--- config.mk ---
export PLATFORM = sky130hd
export DESIGN_NAME = alu_serial_seq
export DESIGN_NICKNAME = d
export VERILOG_FILES = /design/src/rtl/alu_serial_seq_pkg.sv /design/src/rtl/alu_serial_bit.sv /design/src/rtl/alu_serial_seq.sv
export SDC_FILE = /design/constraint.sdc
export NUM_CORES = 1
export LEC_CHECK = 0
export ABC_AREA = 1
export BUFFER_PORTS_ARGS = -buffer_cell sky130_fd_sc_hd__buf_4
export CORE_MARGIN = 4
export CORE_UTILIZATION = 50
export DETAILED_ROUTE_END_ITERATION = 8
export PLACE_DENSITY = 0.72
export SLEW_MARGIN = 25
export SYNTH_ARGS = -nofsm -noshare
export SYNTH_HDL_FRONTEND = slang
export SYNTH_HIERARCHICAL = 1
export SYNTH_SLANG_ARGS = --single-unit
--- constraint.sdc ---
create_clock -name clk -period 4.3 [get_ports clk]
set_clock_uncertainty 0.2 [all_clocks]
set_input_delay 0.43 -clock clk [delete_from_list [all_inputs] [get_ports clk]]
set_output_delay 0.43 -clock clk [all_outputs]
set_load 0.005 [all_outputs]
--- src/rtl/alu_serial_seq_pkg.sv ---
// Shared definitions for the serial ALU: op codes common with the ripple
// slices, and the sequencer state encoding.
package alu_defs;

    localparam logic [1:0] SOP_AND = 2'd0;
    localparam logic [1:0] SOP_OR  = 2'd1;
    localparam logic [1:0] SOP_ADD = 2'd2;
    localparam logic [1:0] SOP_SLT = 2'd3;

    typedef enum logic [1:0] {
        IDLE = 2'd0,
        RUN  = 2'd1,
        DONE = 2'd2
    } state_t;

endpackage

--- src/rtl/alu_serial_bit.sv ---
// One-bit ALU slice used by the serial sequencer. Purely combinational;
// set and ovf are only meaningful on the MSB and are forced low elsewhere.
module alu_serial_bit
    import alu_defs::*;
(
    input  logic       a,
    input  logic       b,
    input  logic       cin,
    input  logic       binvert,
    input  logic [1:0] op,
    input  logic       is_msb,
    output logic       res,
    output logic       cout,
    output logic       set,
    output logic       ovf
);

    logic b2;
    logic sum;

    // Full-adder with optional b inversion, op mux, and MSB-only set/overflow.
    always_comb begin
        b2   = binvert ? ~b : b;
        sum  = a ^ b2 ^ cin;
        cout = (a & b2) | (a & cin) | (b2 & cin);
        case (op)
            SOP_AND: res = a & b;
            SOP_OR:  res = a | b;
            SOP_ADD: res = sum;
            default: res = 1'b0;
        endcase
        // When the operand signs differ the sum cannot overflow, so its sign is
        // trustworthy; when they match, the true sign is the shared sign of a.
        set = is_msb & ((a != b2) ? sum : a);
        ovf = is_msb & (op == SOP_ADD) & (a == b2) & (sum != a);
    end

endmodule

--- src/rtl/alu_serial_seq.sv ---
// Bit-serial ALU sequencer: one WIDTH-bit operation through a single
// one-bit slice, LSB first, carry held in a flop between cycles.
module alu_serial_seq
    import alu_defs::*;
#(
    parameter int WIDTH = 8
) (
    input  logic             clk,
    input  logic             rst_n,
    input  logic             start,
    input  logic [1:0]       op,
    input  logic             binvert,
    input  logic [WIDTH-1:0] a,
    input  logic [WIDTH-1:0] b,
    output logic             busy,
    output logic             done,
    output logic [WIDTH-1:0] result,
    output logic             overflow
);

    localparam int CW = (WIDTH > 2) ? $clog2(WIDTH) : 1;

    state_t           state, state_d;
    logic [WIDTH-1:0] a_sr, b_sr;
    logic [WIDTH-2:0] res_sr;   // low bits gathered so far; MSB arrives last
    logic [WIDTH-1:0] res_nxt;
    logic [1:0]       op_q;
    logic             binv_q;
    logic             carry;
    logic [CW-1:0]    cnt;
    logic             last;
    logic             accept;
    logic             bit_res, bit_cout, bit_set, bit_ovf;

    assign last    = (cnt == CW'(WIDTH - 1));
    assign accept  = start & ((state == IDLE) | (state == DONE));
    assign res_nxt = {bit_res, res_sr};
    assign busy    = (state == RUN);
    assign done    = (state == DONE);

    alu_serial_bit u_bit (
        .a       (a_sr[0]),
        .b       (b_sr[0]),
        .cin     (carry),
        .binvert (binv_q),
        .op      (op_q),
        .is_msb  (last),
        .res     (bit_res),
        .cout    (bit_cout),
        .set     (bit_set),
        .ovf     (bit_ovf)
    );

    // State register.
    always_ff @(posedge clk or negedge rst_n) begin
        if (!rst_n) state <= IDLE;
        else        state <= state_d;
    end

    // Next-state: start is only honoured in IDLE/DONE, never mid-run.
    always_comb begin
        state_d = state;
        case (state)
            IDLE:    if (start) state_d = RUN;
            RUN:     if (last)  state_d = DONE;
            DONE:    state_d = start ? RUN : IDLE;
            default: state_d = IDLE;
        endcase
    end

    // Datapath: operand capture, per-bit shifting, and completion update.
    always_ff @(posedge clk or negedge rst_n) begin
        if (!rst_n) begin
            a_sr     <= '0;
            b_sr     <= '0;
            res_sr   <= '0;
            op_q     <= SOP_AND;
            binv_q   <= 1'b0;
            carry    <= 1'b0;
            cnt      <= '0;
            result   <= '0;
            overflow <= 1'b0;
        end else if (accept) begin
            a_sr   <= a;
            b_sr   <= b;
            op_q   <= op;
            binv_q <= binvert;
            carry  <= binvert;
            cnt    <= '0;
        end else if (state == RUN) begin
            a_sr   <= a_sr >> 1;
            b_sr   <= b_sr >> 1;
            res_sr <= res_nxt[WIDTH-1:1];
            carry  <= bit_cout;
            cnt    <= cnt + 1'b1;
            if (last) begin
                result   <= (op_q == SOP_SLT) ? {{(WIDTH-1){1'b0}}, bit_set} : res_nxt;
                overflow <= bit_ovf;
            end
        end
    end

endmodule

==> results of run 1 <==
## critical path, stage by stage (launching register included)
cell and delay, ps:
dfrtp_1 590, inv_2 190, nor2_4 330, buf_4 180
## through the flow
step | cell area, um2 | instances | setup slack, ps
global route | 2360 | 332 | 1990
floorplan | 2020 | 251 | 2600
detailed placement | 2250 | 324 | 2400
global placement | 2250 | 324 | 2430
CTS | 2360 | 332 | 2090
finish | 2360 | 332 | 2100
## flip-flops by register name, summed over array words and instances (netlist names)
signal / flops
b_sr: 8
cnt: 3
overflow: 1
result: 8
op_q: 2
binv_q: 1
state: 2
carry: 1
res_sr: 7
a_sr: 8
## power groups by stage
| stage | registers (W) | clock network [W] | logic [W] |
|---|---|---|---|
| 2_1_floorplan | 0.000661 | 0 | 0.000586 |
| 3_3_place_gp | 0.000692 | 0 | 0.000701 |
| 3_5_place_dp | 0.000695 | 0 | 0.000720 |
| 4_1_cts | 0.000689 | 0.000304 | 0.000727 |
| 5_1_grt | 0.000715 | 0.000321 | 0.000835 |
| 6_report | 0.000690 | 0.000297 | 0.000716 |
## worst min path at each step
| stage | startpoint | to | slack (ps) | depth (start not counted) |
|---|---|---|---|---|
| global route | a[7] | a_sr[7]$_DFFE_PN0P_ | 140 | 3 |
| floorplan | rst_n | a_sr[0]$_DFFE_PN0P_ | -70 | 0 |
| finish | op[1] | op_q[1]$_DFFE_PN0P_ | 130 | 3 |
| CTS | op[1] | op_q[1]$_DFFE_PN0P_ | 120 | 3 |
| detailed placement | rst_n | a_sr[4]$_DFFE_PN0P_ | 240 | 1 |
| global placement | rst_n | a_sr[4]$_DFFE_PN0P_ | 240 | 1 |
## what timing repair did
item                                    CTS  global route
buffers inserted                          0             0
hold endpoints to repair                 41             0
endpoints found under the setup margin    0             0
hold buffers                              1             0
## cell type report
type                    count  area share
repair buffers             33       0.106
clock buffers               5      0.0291
inverters                  26      0.0445
well taps                  48      0.0254
clock inverters             2      0.0148
multi-input cells         177       0.346
flip-flops and latches     41       0.434
## logic make-up (layout without fill, tap and decap cells)
family                   Yosys count  after routing  share of synthesized area
flip-flops                        41             41                      0.509
XOR/XNOR                           2              2                    0.00869
adder cells (fa/ha/maj)            4              4                     0.0286
AND/OR/NAND/NOR                  162            162                      0.346
buffers and inverters             33             66                     0.0857
AO/OA/AOI/OAI                      9              9                     0.0223
## cell usage in the layout (no fill, tap or decap), types with 2 or more instances in the layout
cell and instances:
clkbuf_8 5, nand2_4 2, inv_1 23, o21ai_1 4, nand2_1 116, ha_1 3
nand2_2 6, nand3_1 26, buf_4 32, inv_2 2, o21ai_0 4, dfrtp_1 41
nor2_1 9
## Yosys cell counts
master / count
nor2_4: 1
xnor2_1: 1
nand3_1: 26
nand2_8: 1
o21ai_1: 4
inv_2: 2
nand2_2: 6
buf_4: 2
buf_12: 1
xor2_1: 1
nor2_1: 9
ha_1: 3
dfrtp_1: 41
nand2_4: 2
inv_1: 23
nand2_1: 116
a21oi_1: 1
nor2_2: 1
buf_2: 2
inv_8: 1
o21ai_0: 4
fa_1: 1
buf_6: 2
## routing by layer
metal	vias up	track usage
met5	-	0
met4	0	0.0543
met3	4	0.0449
met2	27	0.278
met1	755	0.228
li1	827	-
==> impl_metrics.py, run 1 <==
metrics = {
    "run_status": {
        "status": "completed",
    },
    "setup_path": {
        "r2r-end": "result[7]$_DFFE_PN0P_",
        "endpoint": "busy",
        "r2r_setup_slack_ps": 2450,
        "r2r_start": "b_sr[0]$_DFFE_PN0P_",
        "crit_fanout": 14,
        "cp.required_ps": 3670,
        "reg2regPathDepth": 6,
        "crit_type": "flop to output pin",
        "critPathLaunchType": "flop",
        "endpoint_kind": "output pin",
        "arrival_ps": 1570,
        "startpoint": "state[0]$_DFFE_PN0P_",
    },
    "job": {
        "maxCapViolCount": 0,
    },
    "yosys": {
        "synth_top_area_cell": "dfrtp_1",
        "synth_cell_types": 23,
        "synth_area_leaders": "dfrtp_1, nand2_1, nand3_1",
        "synth_top_area_frac": 0.509,
        "yosys_warnings": 6,
        "synthCells": 251,
        "ys_seq_elements": 41,
        "synth_area_um2": 2020,
        "yosysSeqAreaShare": 0.509,
        "synth.avg_cell_area_um2": 8.03,
        "synth_nets": 277,
    },
    "clocking": {
        "cts_sinks": 41,
        "clock_latency_ps": 290,
        "h-tree-depth": 2,
        "cts_root_buf": "clkbuf_8",
        "tritoncts": "done",
        "cts_buffers": 5,
        "clk_pin_slew_worst_paths_ps": 80,
        "cts_buffer_depth": 2,
        "postCtsResizedCells": 0,
    },
    "detailed_routing": {
        "vias": 1613,
        "drc": 0,
        "met2_length_mm": 1.90,
        "wl_met1_mm": 1.86,
        "vias_per_cell": 4.86,
        "drtIter0Drc": 96,
        "top_layer_used": "met4",
        "first_pass_iters": 4,
        "wl_per_cell_um": 11.9,
        "routed_wl_mm": 3.97,
        "met3WireLength_um": 169,
        "antenna_left": 0,
    },
    "floorplan": {
        "placementRows": 22,
        "boundaryPins": 33,
        "die_x_um": 71.5,
        "initial_core_util": 0.535,
        "die_h_um": 71.5,
        "core_area_um2": 3770,
        "die_area_um2": 5110,
    },
    "sta": {
        "period_needed_ps": 2200,
        "timing.setup.tns_ps": 0,
        "max_slew.worst_pin.slew_ps": 533,
        "period_share": 0.511,
        "setup_viol_count_final": 0,
        "maxSlewHeadroom": 0.644,
        "rsz0062_at_grt": "no",
        "fmax_mhz": 455,
        "whs_ps": 128,
        "hold_viol": 0,
        "drv_slew": 0,
    },
    "finish": {
        "n_antenna_cell": 0,
        "area_growth_pct": 17.2,
        "nFillCells": 347,
        "seq_area_um2": 1030,
        "final_nets": 310,
        "drive_gt1_frac": 0.187,
        "multiInputGateArea_um2": 817,
        "fin_util": 0.626,
    },
    "place": {
        "port_buffers": 32,
        "place_hpwl_mm": 2.77,
        "place.gp.congestion": 0.813,
    },
    "grt": {
        "grtUsageTotal": 0.172,
        "grt_pass1_wl_mm": 6.98,
        "grt_overflow": 0,
        "grt_max_degree": 42,
        "antenna_found_initial": 0,
        "grt_pass1_vias": 1549,
    },
    "power_and_ir_drop": {
        "max-vdd-ir-drop_v": 0.000309,
        "p_sw_frac": 0.403,
        "p_leak_nw": 1.34,
        "pwr-share-clk": 0.174,
        "total_power_w": 0.00170,
        "switchingPower_w": 0.000686,
        "p_int_w": 0.00102,
        "p_comb_frac": 0.420,
        "pwr_density_cell_nw_per_um2": 721,
        "seqPwrFrac": 0.405,
    },
    "worst_hold_path": {
        "hold_path.class": "input port to flop",
    },
}
(Power assumes the default switching activity.)
==> run 2: changes to the inputs <==
--- a/config.mk
+++ b/config.mk
@@ -5,12 +5,12 @@
 export SDC_FILE = /design/constraint.sdc
 export NUM_CORES = 1
 export LEC_CHECK = 0
-export ABC_AREA = 1
+export ABC_AREA = 0
 export BUFFER_PORTS_ARGS = -buffer_cell sky130_fd_sc_hd__buf_4
 export CORE_MARGIN = 4
 export CORE_UTILIZATION = 50
 export DETAILED_ROUTE_END_ITERATION = 8
-export PLACE_DENSITY = 0.72
+export PLACE_DENSITY = 0.73
 export SLEW_MARGIN = 25
 export SYNTH_ARGS = -nofsm -noshare
 export SYNTH_HDL_FRONTEND = slang
==> constraint.sdc (replaced) <==
create_clock -name clk -period 2.2 [get_ports clk]
set_clock_uncertainty 0.2 [all_clocks]
set_input_delay 0.22 -clock clk [delete_from_list [all_inputs] [get_ports clk]]
set_output_delay 0.22 -clock clk [all_outputs]
set_load 0.005 [all_outputs]
==> impl_metrics.py, run 2 <==
metrics = {
    "job": {
        "maxCapViolCount": 0,
    },
    "yosys": {
        "synth_area_leaders": "dfrtp_1, nand2_1, o21ai_0",
        "ys_seq_elements": 41,
        "synth_most_common_cell": "nand2_1",
        "synthCells": 188,
        "synth_top_area_frac": 0.550,
        "synth_ff_type": "dfrtp_1",
        "yosys_warnings": 6,
        "synth_area_um2": 1860,
        "synth_cell_types": 30,
        "synth_top_area_cell": "dfrtp_1",
        "synth_nets": 214,
        "async_flop_share": 1.00,
        "yosysSeqAreaShare": 0.550,
        "synthTopCellsByCount": "nand2_1, dfrtp_1, nor2_1",
        "synth.avg_cell_area_um2": 9.92,
        "synth_edf_count": 0,
    },
    "worst_hold_path": {
        "hold_path.class": "input port to flop",
        "whs_path_depth": 3,
    },
    "clocking": {
        "clock_latency_ps": 300,
        "tritoncts": "done",
        "cts_sinks": 41,
        "h-tree-depth": 2,
        "cts_buffers": 5,
        "postCtsResizedCells": 0,
        "cts_buffer_depth": 2,
        "clk_pin_slew_worst_paths_ps": 70,
        "cts_root_buf": "clkbuf_8",
    },
    "setup_path": {
        "crit_fanout": 3,
        "cp_cell_sequence": "xor2_1, fa_1, nor2b_1, mux2_2, nand2_1, o21ai_0",
        "reg2regPathDepth": 6,
        "critPathLaunchType": "flop",
        "cpPeakStageDelay_ps": 490,
        "crit_type": "flop to flop",
        "arrival_ps": 1990,
        "r2r_setup_slack_ps": 190,
        "endpoint_kind": "flop",
        "cp.required_ps": 2180,
        "crit_path_top_delay_cell": "fa_1",
    },
    "finish": {
        "layout_commonest_cell": "nand2_1",
        "nFillCells": 311,
        "final_cells": 283,
        "final_nets": 262,
        "n_antenna_cell": 0,
        "multiInputGateArea_um2": 736,
        "seq_area_um2": 1030,
        "final_cell_mix": "nand2_1, dfrtp_1, buf_4, dlygate4sd3_1, nor2_1",
        "drive_gt1_frac": 0.228,
        "fin_util": 0.672,
        "reg.largest.list": "a_sr: 8 flops, b_sr: 8 flops, result: 8 flops",
        "area_growth_pct": 25.1,
    },
    "grt": {
        "grt_overflow": 0,
        "grt_pass1_vias": 1533,
        "grt_pass1_wl_mm": 6.60,
        "grtUsageTotal": 0.173,
        "antenna_found_initial": 0,
        "grt_max_degree": 42,
    },
    "place": {
        "numPlacedInstances": 262,
        "port_buffers": 32,
        "place_hpwl_mm": 2.57,
        "place.gp.congestion": 0.755,
    },
    "detailed_routing": {
        "vias_per_cell": 5.10,
        "met2_length_mm": 1.82,
        "wl_per_cell_um": 12.9,
        "vias": 1443,
        "drc": 0,
        "antenna_left": 0,
        "drtIter0Drc": 83,
        "top_layer_used": "met4",
        "met3WireLength_um": 187,
        "routed_wl_mm": 3.66,
        "wl_met1_mm": 1.57,
        "first_pass_iters": 4,
    },
    "floorplan": {
        "initial_core_util": 0.538,
        "boundaryPins": 33,
        "die_h_um": 69.1,
        "placementRows": 21,
        "die_x_um": 69.1,
        "core_area_um2": 3470,
        "die_area_um2": 4770,
    },
    "sta": {
        "drv_slew": 0,
        "setup_viol_count_final": 0,
        "maxSlewHeadroom": 0.659,
        "period_needed_ps": 2010,
        "timing.setup.tns_ps": 0,
        "fmax_mhz": 497,
        "period_share": 0.915,
        "hold_viol": 0,
        "rsz0062_at_grt": "no",
        "max_slew.worst_pin.slew_ps": 511,
    },
    "power_and_ir_drop": {
        "seqPwrFrac": 0.426,
        "pwr-share-clk": 0.149,
        "pwr_density_cell_nw_per_um2": 1350,
        "p_leak_nw": 1.17,
        "switchingPower_w": 0.00118,
        "p_sw_frac": 0.375,
        "p_int_w": 0.00196,
        "p_comb_frac": 0.425,
        "max-vdd-ir-drop_v": 0.000608,
    },
    "run_status": {
        "status": "completed",
    },
}
==> run 2: changes by cell type after synthesis, sizes merged, moves of 4 or more <==
cell / previous run / this run
inv: 26 / 2
a31oi: 0 / 9
a22oi: 0 / 4
nand3: 26 / 5
nand2: 125 / 69
a22o: 0 / 4
==> run 2: final timing paths <==
| check | to | startpoint |
|---|---|---|
| setup / recovery | result[7]$_DFFE_PN0P_ | b_sr[0]$_DFFE_PN0P_ |
| hold / removal | b_sr[4]$_DFFE_PN0P_ | b[4] |
| setup reg to reg | result[7]$_DFFE_PN0P_ | b_sr[0]$_DFFE_PN0P_ |
| hold reg to reg | result[5]$_DFFE_PN0P_ | result[5]$_DFFE_PN0P_ |
| max in group asynchronous | carry$_DFFE_PN0P_ | rst_n |
| min in group asynchronous | op_q[1]$_DFFE_PN0P_ | rst_n |
==> run 2: layout make-up <==
type / instances / area share
Sequential cell: 41 / 0.440
Multi-Input combinational cell: 135 / 0.315
Timing Repair Buffer: 51 / 0.178
Clock buffer: 6 / 0.0311
Tap cell: 46 / 0.0247
Inverter: 2 / 0.00644
Clock inverter: 2 / 0.00429
==> run 2: power by group through the flow <==
stage	Sequential, W	Combinational, W	Clock (W)
3_3_place_gp	0.00133	0.00128	0
6_report	0.00134	0.00133	0.000468
3_5_place_dp	0.00135	0.00133	0
2_1_floorplan	0.00129	0.00105	0
4_1_cts	0.00134	0.00135	0.000490
5_1_grt	0.00138	0.00154	0.000514
==> run 2: cells by family after synthesis <==
logic type,share of synthesized area
buffers and inverters,0.0550
xor gates and xnor gates,0.00940
AOI/OAI and AO/OA,0.117
DFF,0.550
and+or+nand+nor,0.209
muxes,0.0228
adders and majority gates,0.0369
==> run 2: routing by layer <==
layer,track usage,vias up
met5,0,-
met4,0.0759,0
met3,0.0552,6
met2,0.296,32
met1,0.197,686
li1,-,719
==> run 2: through the flow <==
step                area (um2)  total power, W  hold slack [ps]  setup WS, ps
global placement          2120         0.00260             19.9           272
finish                    2330         0.00314             6.31           187
floorplan                 1860         0.00234             -276           303
detailed placement        2120         0.00268             27.4           212
CTS                       2330         0.00318           0.0319           201
global route              2330         0.00344             2.35          61.5
==> run 2: repair_timing <==
action	CTS	global route
buffers inserted	0	0
hold endpoints to repair	54	0
hold buffers	13	0
==> run 2: critical path, delay by kind of cell (launching register included) <==
| kind | cells | cell delay (ps) |
|---|---|---|
| xor gates and xnor gates | 1 | 250 |
| muxes | 1 | 270 |
| AOI/OAI and AO/OA | 1 | 70 |
| and+or+nand+nor | 2 | 210 |
| DFF | 1 | 410 |
| adders and majority gates | 1 | 490 |
==> run 3: changes to the inputs <==
--- a/config.mk
+++ b/config.mk
@@ -5,12 +5,12 @@
 export SDC_FILE = /design/constraint.sdc
 export NUM_CORES = 1
 export LEC_CHECK = 0
-export ABC_AREA = 0
+export ABC_AREA = 1
 export BUFFER_PORTS_ARGS = -buffer_cell sky130_fd_sc_hd__buf_4
 export CORE_MARGIN = 4
 export CORE_UTILIZATION = 50
 export DETAILED_ROUTE_END_ITERATION = 8
-export PLACE_DENSITY = 0.73
+export PLACE_DENSITY = 0.72
 export SLEW_MARGIN = 25
 export SYNTH_ARGS = -nofsm -noshare
 export SYNTH_HDL_FRONTEND = slang
==> impl_metrics.py, run 3 (synthesis results as in run 1) <==
metrics = {
    "floorplan": {
        "die_area_um2": 5110,
        "core_area_um2": 3770,
        "die_x_um": 71.5,
        "boundaryPins": 33,
        "placementRows": 22,
        "initial_core_util": 0.535,
        "die_h_um": 71.5,
    },
    "worst_hold_path": {
        "whs_path_depth": 3,
        "hold_path.class": "input port to flop",
        "hold_start": "binvert",
        "hold_end": "binv_q$_DFFE_PN0P_",
    },
    "power_and_ir_drop": {
        "seqPwrFrac": 0.392,
        "switchingPower_w": 0.00133,
        "pwr-share-clk": 0.175,
        "p_comb_frac": 0.434,
        "pwr_density_cell_nw_per_um2": 1360,
        "p_sw_frac": 0.397,
        "p_leak_nw": 1.38,
        "p_int_w": 0.00202,
        "total_power_w": 0.00336,
        "max-vdd-ir-drop_v": 0.000612,
    },
    "clocking": {
        "clk_pin_slew_worst_paths_ps": 80,
        "cts_buffers": 5,
        "postCtsResizedCells": 0,
        "cts_buffer_depth": 2,
        "cts_sinks": 41,
        "cts_hold_buf": 10,
        "postCtsSetupBuffers": 0,
        "tritoncts": "done",
        "cts_root_buf": "clkbuf_8",
        "clock_latency_ps": 290,
        "h-tree-depth": 2,
    },
    "sta": {
        "period_share": 0.835,
        "drv_slew": 0,
        "fmax_mhz": 544,
        "hold_viol": 0,
        "setup_viol_count_final": 0,
        "maxSlewHeadroom": 0.635,
        "rsz0062_at_grt": "no",
        "timing.setup.tns_ps": 0,
        "max_slew.worst_pin.slew_ps": 547,
        "period_needed_ps": 1840,
    },
    "job": {
        "maxCapViolCount": 0,
    },
    "setup_path": {
        "crit_fanout": 4,
        "r2r_start": "b_sr[0]$_DFFE_PN0P_",
        "cp.required_ps": 2210,
        "critPathLaunchType": "flop",
        "crit_type": "flop to flop",
        "cp.buffers_inverters": 0,
        "reg2regPathDepth": 6,
        "arrival_ps": 1850,
        "r2r_setup_slack_ps": 360,
        "r2r-end": "result[7]$_DFFE_PN0P_",
        "startpoint": "b_sr[0]$_DFFE_PN0P_",
        "cp_top_family": "adder cells",
        "cpPeakStageDelay_ps": 530,
        "crit_top_cell": "nand3_1",
        "crit_path_top_delay_cell": "fa_1",
        "endpoint_kind": "flop",
        "cp_cell_sequence": "xor2_1, fa_1, nand3_1, nand3_1, nand2_1, o21ai_0",
    },
    "grt": {
        "grt_pass1_vias": 1614,
        "grt_pass1_wl_mm": 7.11,
        "grt_max_degree": 42,
        "grt_overflow": 0,
        "grtUsageTotal": 0.175,
        "antenna_found_initial": 0,
    },
    "detailed_routing": {
        "first_pass_iters": 4,
        "vias": 1653,
        "routed_wl_mm": 3.96,
        "wl_per_cell_um": 11.5,
        "vias_per_cell": 4.82,
        "antenna_left": 0,
        "drc": 0,
        "drtIter0Drc": 91,
    },
    "finish": {
        "design_area_um2": 2470,
        "nFillCells": 326,
        "final_nets": 321,
        "reg.largest.list": "a_sr: 8 flops, b_sr: 8 flops, result: 8 flops",
        "final_cell_mix": "nand2_1, dfrtp_1, buf_4, nand3_1, inv_1",
        "layout_commonest_cell": "nand2_1",
        "drive_gt1_frac": 0.186,
        "area_growth_pct": 22.4,
        "n_antenna_cell": 0,
        "fin_util": 0.654,
    },
    "place": {
        "place.gp.congestion": 0.814,
        "placed_area_um2": 2260,
        "place_hpwl_mm": 2.61,
        "port_buffers": 32,
    },
    "run_status": {
        "status": "completed",
    },
}
## run 3: cell types whose count changed in the layout (fill, tap and decap cells not counted), moves of 5 or more
cell	delta
nand2_1	+47
nand2_2	+6
nand3_1	+21
a31oi_1	-5
o21ai_0	-7
inv_1	+22
## run 3: metrics by stage
stage          worst slack [ps]  hold WS (ps)  std cells
5_1_grt                     233          24.9        343
6_report                    363          10.1        343
3_3_place_gp                433          30.5        326
4_1_cts                     346          6.86        343
3_5_place_dp                389          33.5        326
2_1_floorplan               497          -276        251
## run 3: how the worst max path moves through the flow
stage,endpoint,depth (start not counted)
after floorplan,result[7]$_DFFE_PN0P_,6
after CTS,result[7]$_DFFE_PN0P_,6
after detailed placement,result[7]$_DFFE_PN0P_,6
after global routing,result[7]$_DFFE_PN0P_,6
after global placement,result[7]$_DFFE_PN0P_,6
final,result[7]$_DFFE_PN0P_,6
## run 3: layer usage
| layer | global-route usage | vias up | wire length [um] |
|---|---|---|---|
| li1 | - | 852 | - |
| met1 | 0.223 | 773 | 1840 |
| met2 | 0.290 | 24 | 1930 |
| met3 | 0.0435 | 4 | 146 |
| met4 | 0.0585 | 0 | 39 |
| met5 | 0 | - | 0 |
## run 3: final cells by class
cell class,instances,area (um2),area share
clock buffers,5,68.8,0.0279
inverters,26,105,0.0426
flip-flops and latches,41,1030,0.416
clock inverters,2,35.0,0.0142
well taps,48,60.1,0.0243
multi-input cells,177,817,0.331
repair buffers,44,355,0.144
## run 3: power groups by stage
stage | sequential, W | combinational (W) | clock (W)
2_1_floorplan | 0.00129 | 0.00114 | 0
3_3_place_gp | 0.00132 | 0.00143 | 0
3_5_place_dp | 0.00133 | 0.00145 | 0
4_1_cts | 0.00131 | 0.00148 | 0.000601
5_1_grt | 0.00137 | 0.00166 | 0.000626
6_report | 0.00131 | 0.00146 | 0.000586
## run 3: tightest hold or removal path: stages
cell,delay [ps]
buf_4,70
nand3_1,90
nand2_1,80
